## src/rtl/imm_gen_pipe_if.sv

```systemverilog
// imm_gen_pipe_if: handshake bundle between instruction fetch, the
// immediate generator and the decode stage.
//   in_valid/in_ready/in_instr           : instruction beat into the block
//   out_valid/out_ready/out_imm/out_fmt/
//   out_illegal                          : decoded beat towards decode
// Modports: slave = the immediate generator, master = the surrounding logic.
interface imm_gen_pipe_if #(
  parameter int unsigned XLEN = 64
);
  logic            in_valid;
  logic            in_ready;
  logic [31:0]     in_instr;
  logic            out_valid;
  logic            out_ready;
  logic [XLEN-1:0] out_imm;
  logic [2:0]      out_fmt;
  logic            out_illegal;

  modport slave (
    input  in_valid, in_instr, out_ready,
    output in_ready, out_valid, out_imm, out_fmt, out_illegal
  );

  modport master (
    output in_valid, in_instr, out_ready,
    input  in_ready, out_valid, out_imm, out_fmt, out_illegal
  );
endinterface

```

## src/rtl/imm_gen_pipe.sv

```systemverilog
// imm_gen_pipe: pipelined RV immediate extractor with a one-entry skid buffer.
// Decodes the format of each accepted 32-bit instruction, emits the
// sign-extended XLEN-bit immediate, a format tag and an illegal flag, and keeps
// a saturating count of accepted illegal beats.
// Ports:
//   clk         : clock, rising edge
//   reset       : synchronous, active-high reset
//   bus         : imm_gen_pipe_if.slave (in_* beat in, out_* decoded beat out)
//   illegal_cnt : saturating count of accepted illegal beats
// Build option: define IMM_GEN_UJ_EN to decode U and J formats; otherwise
// their opcodes are reported as illegal.
module imm_gen_pipe #(
  parameter int unsigned XLEN  = 64,
  parameter int unsigned CNT_W = 8
) (
  input  logic             clk,
  input  logic             reset,
  imm_gen_pipe_if.slave    bus,
  output logic [CNT_W-1:0] illegal_cnt
);

  typedef enum logic [2:0] {
    FMT_NONE = 3'd0,
    FMT_I    = 3'd1,
    FMT_S    = 3'd2,
    FMT_B    = 3'd3,
    FMT_U    = 3'd4,
    FMT_J    = 3'd5
  } fmt_t;

  logic [31:0]     w_instr;
  logic [31:0]     w_imm32;
  logic [XLEN-1:0] w_imm;
  fmt_t            w_fmt;
  logic            w_illegal;
  logic            w_accept;
  logic            w_drain;

  logic [XLEN-1:0] r_imm;
  fmt_t            r_fmt;
  logic            r_illegal;
  logic            r_out_valid;
  logic [XLEN-1:0] r_skid_imm;
  fmt_t            r_skid_fmt;
  logic            r_skid_illegal;
  logic            r_skid_valid;
  logic            r_in_ready;
  logic [CNT_W-1:0] r_cnt;

  assign w_instr = bus.in_instr;

  // All immediates fit in 32 bits, so build them there and sign-extend once.
  always_comb begin
    w_imm32   = '0;
    w_fmt     = FMT_NONE;
    w_illegal = 1'b0;
    case (w_instr[6:0])
      7'b0000011, 7'b0010011, 7'b0011011, 7'b1100111: begin
        w_fmt   = FMT_I;
        w_imm32 = {{20{w_instr[31]}}, w_instr[31:20]};
      end
      7'b0100011: begin
        w_fmt   = FMT_S;
        w_imm32 = {{20{w_instr[31]}}, w_instr[31:25], w_instr[11:7]};
      end
      7'b1100011: begin
        w_fmt   = FMT_B;
        w_imm32 = {{19{w_instr[31]}}, w_instr[31], w_instr[7],
                   w_instr[30:25], w_instr[11:8], 1'b0};
      end
`ifdef IMM_GEN_UJ_EN
      7'b0110111, 7'b0010111: begin
        w_fmt   = FMT_U;
        w_imm32 = {w_instr[31:12], 12'b0};
      end
      7'b1101111: begin
        w_fmt   = FMT_J;
        w_imm32 = {{11{w_instr[31]}}, w_instr[31], w_instr[19:12],
                   w_instr[20], w_instr[30:21], 1'b0};
      end
`endif
      7'b0110011, 7'b0111011: begin
        w_fmt = FMT_NONE;
      end
      default: begin
        w_illegal = 1'b1;
      end
    endcase
  end

  assign w_imm    = XLEN'($signed(w_imm32));
  assign w_accept = bus.in_valid & r_in_ready;
  assign w_drain  = r_out_valid & bus.out_ready;

  // The skid entry is only ever filled while in_ready is low, so with the skid
  // full no new beat can arrive and the only action is to drain into main.
  always_ff @(posedge clk) begin
    if (reset) begin
      r_imm          <= '0;
      r_fmt          <= FMT_NONE;
      r_illegal      <= 1'b0;
      r_out_valid    <= 1'b0;
      r_skid_imm     <= '0;
      r_skid_fmt     <= FMT_NONE;
      r_skid_illegal <= 1'b0;
      r_skid_valid   <= 1'b0;
      r_in_ready     <= 1'b1;
      r_cnt          <= '0;
    end else begin
      if (r_skid_valid) begin
        if (w_drain) begin
          r_imm        <= r_skid_imm;
          r_fmt        <= r_skid_fmt;
          r_illegal    <= r_skid_illegal;
          r_skid_valid <= 1'b0;
          r_in_ready   <= 1'b1;
        end
      end else if (w_accept) begin
        if (!r_out_valid || bus.out_ready) begin
          r_imm       <= w_imm;
          r_fmt       <= w_fmt;
          r_illegal   <= w_illegal;
          r_out_valid <= 1'b1;
        end else begin
          r_skid_imm     <= w_imm;
          r_skid_fmt     <= w_fmt;
          r_skid_illegal <= w_illegal;
          r_skid_valid   <= 1'b1;
          r_in_ready     <= 1'b0;
        end
      end else if (w_drain) begin
        r_out_valid <= 1'b0;
      end

      if (w_accept && w_illegal && (r_cnt != '1)) begin
        r_cnt <= r_cnt + 1'b1;
      end
    end
  end

  assign bus.in_ready    = r_in_ready;
  assign bus.out_valid   = r_out_valid;
  assign bus.out_imm     = r_imm;
  assign bus.out_fmt     = r_fmt;
  assign bus.out_illegal = r_illegal;
  assign illegal_cnt     = r_cnt;

endmodule

```

## src/flat_wrapper.sv

```systemverilog
// flat-port wrapper written by rule: the top's interface ports become plain ports
module imm_gen_pipe_flat 
#(
  parameter int unsigned XLEN  = 64,
  parameter int unsigned CNT_W = 8
)
  (clk, reset, illegal_cnt, bus_in_valid, bus_in_instr, bus_out_ready, bus_in_ready, bus_out_valid, bus_out_imm, bus_out_fmt, bus_out_illegal);
  imm_gen_pipe_if #(.XLEN(XLEN)) bus_i ();
  input  logic clk;
  input  logic reset;
  output logic [CNT_W-1:0] illegal_cnt;
  input wire logic [$bits(bus_i.in_valid)-1:0] bus_in_valid;
  input wire logic [$bits(bus_i.in_instr)-1:0] bus_in_instr;
  input wire logic [$bits(bus_i.out_ready)-1:0] bus_out_ready;
  output wire logic [$bits(bus_i.in_ready)-1:0] bus_in_ready;
  output wire logic [$bits(bus_i.out_valid)-1:0] bus_out_valid;
  output wire logic [$bits(bus_i.out_imm)-1:0] bus_out_imm;
  output wire logic [$bits(bus_i.out_fmt)-1:0] bus_out_fmt;
  output wire logic [$bits(bus_i.out_illegal)-1:0] bus_out_illegal;
  assign bus_i.in_valid = bus_in_valid;
  assign bus_i.in_instr = bus_in_instr;
  assign bus_i.out_ready = bus_out_ready;
  assign bus_in_ready = bus_i.in_ready;
  assign bus_out_valid = bus_i.out_valid;
  assign bus_out_imm = bus_i.out_imm;
  assign bus_out_fmt = bus_i.out_fmt;
  assign bus_out_illegal = bus_i.out_illegal;
  imm_gen_pipe #(.XLEN(XLEN), .CNT_W(CNT_W)) u_core (.clk(clk), .reset(reset), .bus(bus_i), .illegal_cnt(illegal_cnt));
endmodule
```

## config.mk

```make
export PLATFORM = sky130hd
export DESIGN_NAME = imm_gen_pipe_flat
export DESIGN_NICKNAME = d
export VERILOG_FILES = /design/src/rtl/imm_gen_pipe_if.sv /design/src/rtl/imm_gen_pipe.sv /design/src/flat_wrapper.sv
export SDC_FILE = /design/constraint.sdc
export NUM_CORES = 1
export LEC_CHECK = 0
export CORE_MARGIN = 3
export CORE_UTILIZATION = 46
export CTS_CLUSTER_SIZE = 14
export DETAILED_ROUTE_END_ITERATION = 16
export PLACE_DENSITY = 0.87
export SYNTH_ARGS = -nofsm -noshare
export SYNTH_HDL_FRONTEND = slang
export SYNTH_SLANG_ARGS = --single-unit
```

## constraint.sdc

```tcl
create_clock -name clk -period 3.1 [get_ports clk]
set_input_delay 0.93 -clock clk [delete_from_list [all_inputs] [get_ports clk]]
set_output_delay 0.93 -clock clk [all_outputs]
set_load 0.02 [all_outputs]
```

==> flow_metrics.tcl <==
set metrics [dict create \
    cts.clk_slew.worst_paths_ps 90 \
    die_h_um 80.9 \
    clock_skew_ps 9.58 \
    cts_setup_buffers 0 \
    hold_viol 0 \
    grt_pass1_vias 2326 \
    cts_hold_buf 0 \
    ys_warn_count 0 \
    crit_path_end_kind "flop" \
    arrival_ps 2880 \
    initial_core_util_pct 49.0 \
    htreeDepth 2 \
    clk_path_buf_depth 2 \
    mappedNetlistArea_um2 2580 \
    whs_path_depth 2 \
    gr-total-overflow 0 \
    powerDensity_nw_per_um2 475 \
    setup_violations 0 \
    die_w_um 80.9 \
    rows 26 \
    vias 2535 \
    critical_path_required_ps 3320 \
    yosysUniqueCellTypes 48 \
    min_to "u_core.r_skid_fmt[1]" \
    instances_no_fill 442 \
    num-fill-cells 449 \
    netlist_instances 318 \
    io_pins 114 \
    finalNetCount 408 \
    grt_use_total_pct 19.6 \
    synth-seq-cells 43 \
    drc_errors 0 \
    syn_to_final_growth_pct 34.3 \
    max_freq_ghz 0.377 \
    clkSinkCount 43 \
    status "finished clean" \
    clk_latency_ps 300 \
    syn_nets 355 \
    min_period_ps 2650 \
    synth_edf_count 0 \
    n_antenna_cell 0 \
    core_area_um2 5270 \
    drt_pass1_iterations 4 \
    port_buffers 104 \
    hp-start "u_core.r_skid_fmt[1]" \
    grt_pass1_wl_um 10300 \
    r2r_start "u_core.r_skid_valid" \
    cp-start-kind "input pin" \
    synth_ff_type "dfxtp_1" \
    dp.cells 434 \
    tns_ps 0 \
    r2r_cells 5 \
    maxCapViolations 0 \
    synth_top_area_cell "dfxtp_1" \
    wl_um 6410 \
    final_cell_mix "clkdlybuf4s50_1, dfxtp_1, nor2_1, a21oi_1, buf_4" \
    maxSlewViolCount 0 \
    r2r-end "u_core.bus.out_imm[11]" \
    wl_per_cell_um 14.5 \
    cts_tree "yes" \
    crit_type "input pin to flop" \
    slew_headroom_pct 47.5 \
    drive_above_1_share_pct 8.06 \
    cts_made_buffers 5 \
    dp_hpwl_um 4630 \
    avgSynthCellArea_um2 8.12 \
    grt_max_degree 53 \
    gp_congestion 0.812 \
    min_path_type "flop to flop" \
    final_common_cell "clkdlybuf4s50_1" \
    yosysSeqAreaShare_pct 33.3 \
    ir_drop_uv 260 \
    viasPerCell 5.74 \
    finalCritPeriodShare_pct 85.6 \
    cts_resized 0 \
    yosysTopAreaCellShare_pct 33.3 \
    antenna_found_initial 0 \
    leakage_nw 1.20 \
    netlist_top_cells_area "dfxtp_1, buf_4, a21oi_1" \
    ant_nets 0 \
    async_reset_ff_share_pct 0 \
    ff2ff_setup_slack_ps 950 \
    cts_root_buf "clkbuf_8" \
    drt-initial-drc-count 122 \
    dieArea_um2 6550 \
    cp_max_fo 8 \
    worst_pin_slew_ps 787 \
    rsz0062_at_grt "no" \
]
[layer usage]
metal	track usage (%)	wire length [µm]	up-vias
met1	24.2	2690	1163
met2	33.8	3040	135
met3	3.55	561	14
li1	-	-	1223
met5	0	0	-
met4	7.26	123	0
[cells in the mapped netlist, types with 2 or more instances]
| library cell | number |
|---|---|
| buf_4 | 52 |
| and3_1 | 8 |
| and2_1 | 3 |
| o31ai_1 | 4 |
| a21oi_1 | 28 |
| buf_2 | 8 |
| or3_1 | 4 |
| nor2b_1 | 2 |
| or4_1 | 4 |
| a2111oi_1 | 4 |
| or4b_1 | 2 |
| inv_1 | 4 |
| o41ai_1 | 2 |
| nand3_1 | 12 |
| a311oi_1 | 2 |
| o21ai_1 | 2 |
| dfxtp_1 | 43 |
| nand2_1 | 15 |
| nor4_1 | 2 |
| a211oi_1 | 16 |
| nor3_1 | 12 |
| nand3b_1 | 4 |
| nand2b_1 | 2 |
| a31oi_1 | 2 |
| o2111ai_1 | 14 |
| o211ai_1 | 3 |
| nor2_1 | 28 |
| clkbuf_1 | 16 |
[registers in the layout (all words and copies together) (netlist names)]
signal and flops:
u_core.r_skid_valid 1, u_core.bus.out_illegal 1, u_core.illegal_cnt 8, u_core.bus.out_fmt 2, u_core.r_skid_illegal 1, u_core.bus.in_ready 1, u_core.bus.out_valid 1, u_core.r_skid_fmt 2
u_core.r_skid_imm 13, u_core.bus.out_imm 13
[critical path, cell delays in order]
cell and delay, ps:
clkdlybuf4s50_1 640, nor4bb_1 100, o31a_1 370, buf_4 190, or4_1 490, a21oi_1 150
[worst max-delay path by stage]
stage | slack (ps) | end | start
finish | 450 | u_core.illegal_cnt[3] | bus_in_instr[3]
global route | 340 | bus_out_imm[46] | u_core.bus.out_imm[62]
CTS | 430 | bus_out_imm[20] | u_core.bus.out_imm[62]
detailed placement | 140 | u_core.illegal_cnt[4] | bus_in_instr[3]
global placement | 180 | u_core.illegal_cnt[6] | bus_in_instr[3]
floorplan | 620 | bus_out_imm[13] | u_core.bus.out_imm[62]
[cells by family after synthesis]
group	count (synthesis)	share of synthesized area, %
fa+ha+maj	1	0.485
other cells	1	0.145
simple gates	106	22.5
buf+inv	81	19.7
flops	43	33.3
compound gates	84	23.0
mux	2	0.824
[final cells by class]
type | instances | area (µm²) | area share (%)
inverters | 5 | 18.8 | 0.541
clock buffers | 5 | 68.8 | 1.98
clock inverters | 3 | 43.8 | 1.26
well taps | 70 | 87.6 | 2.53
flip-flops and latches | 43 | 861 | 24.8
repair buffers | 122 | 1180 | 33.9
multi-input cells | 194 | 1210 | 34.9
[stage by stage]
stage               area (µm²)  util, %  power (mW)  setup WS, ps  hold slack (ps)
floorplan                 2580        -        1.03           623              432
global placement          3350     63.7        1.21           185              439
detailed placement        3350     63.7        1.22           139              444
CTS                       3470     65.8        1.65           431              455
global route              3470     65.8        1.72           342              478
finish                    3470     65.8        1.65           446              457
[where the power goes]
part           internal [mW]  leakage (nW)  switching, mW
sequential             0.588         0.350         0.0284
combinational          0.275         0.788          0.317
clock                  0.240        0.0581          0.198
No activity file was read; power rests on OpenSTA's default activity.
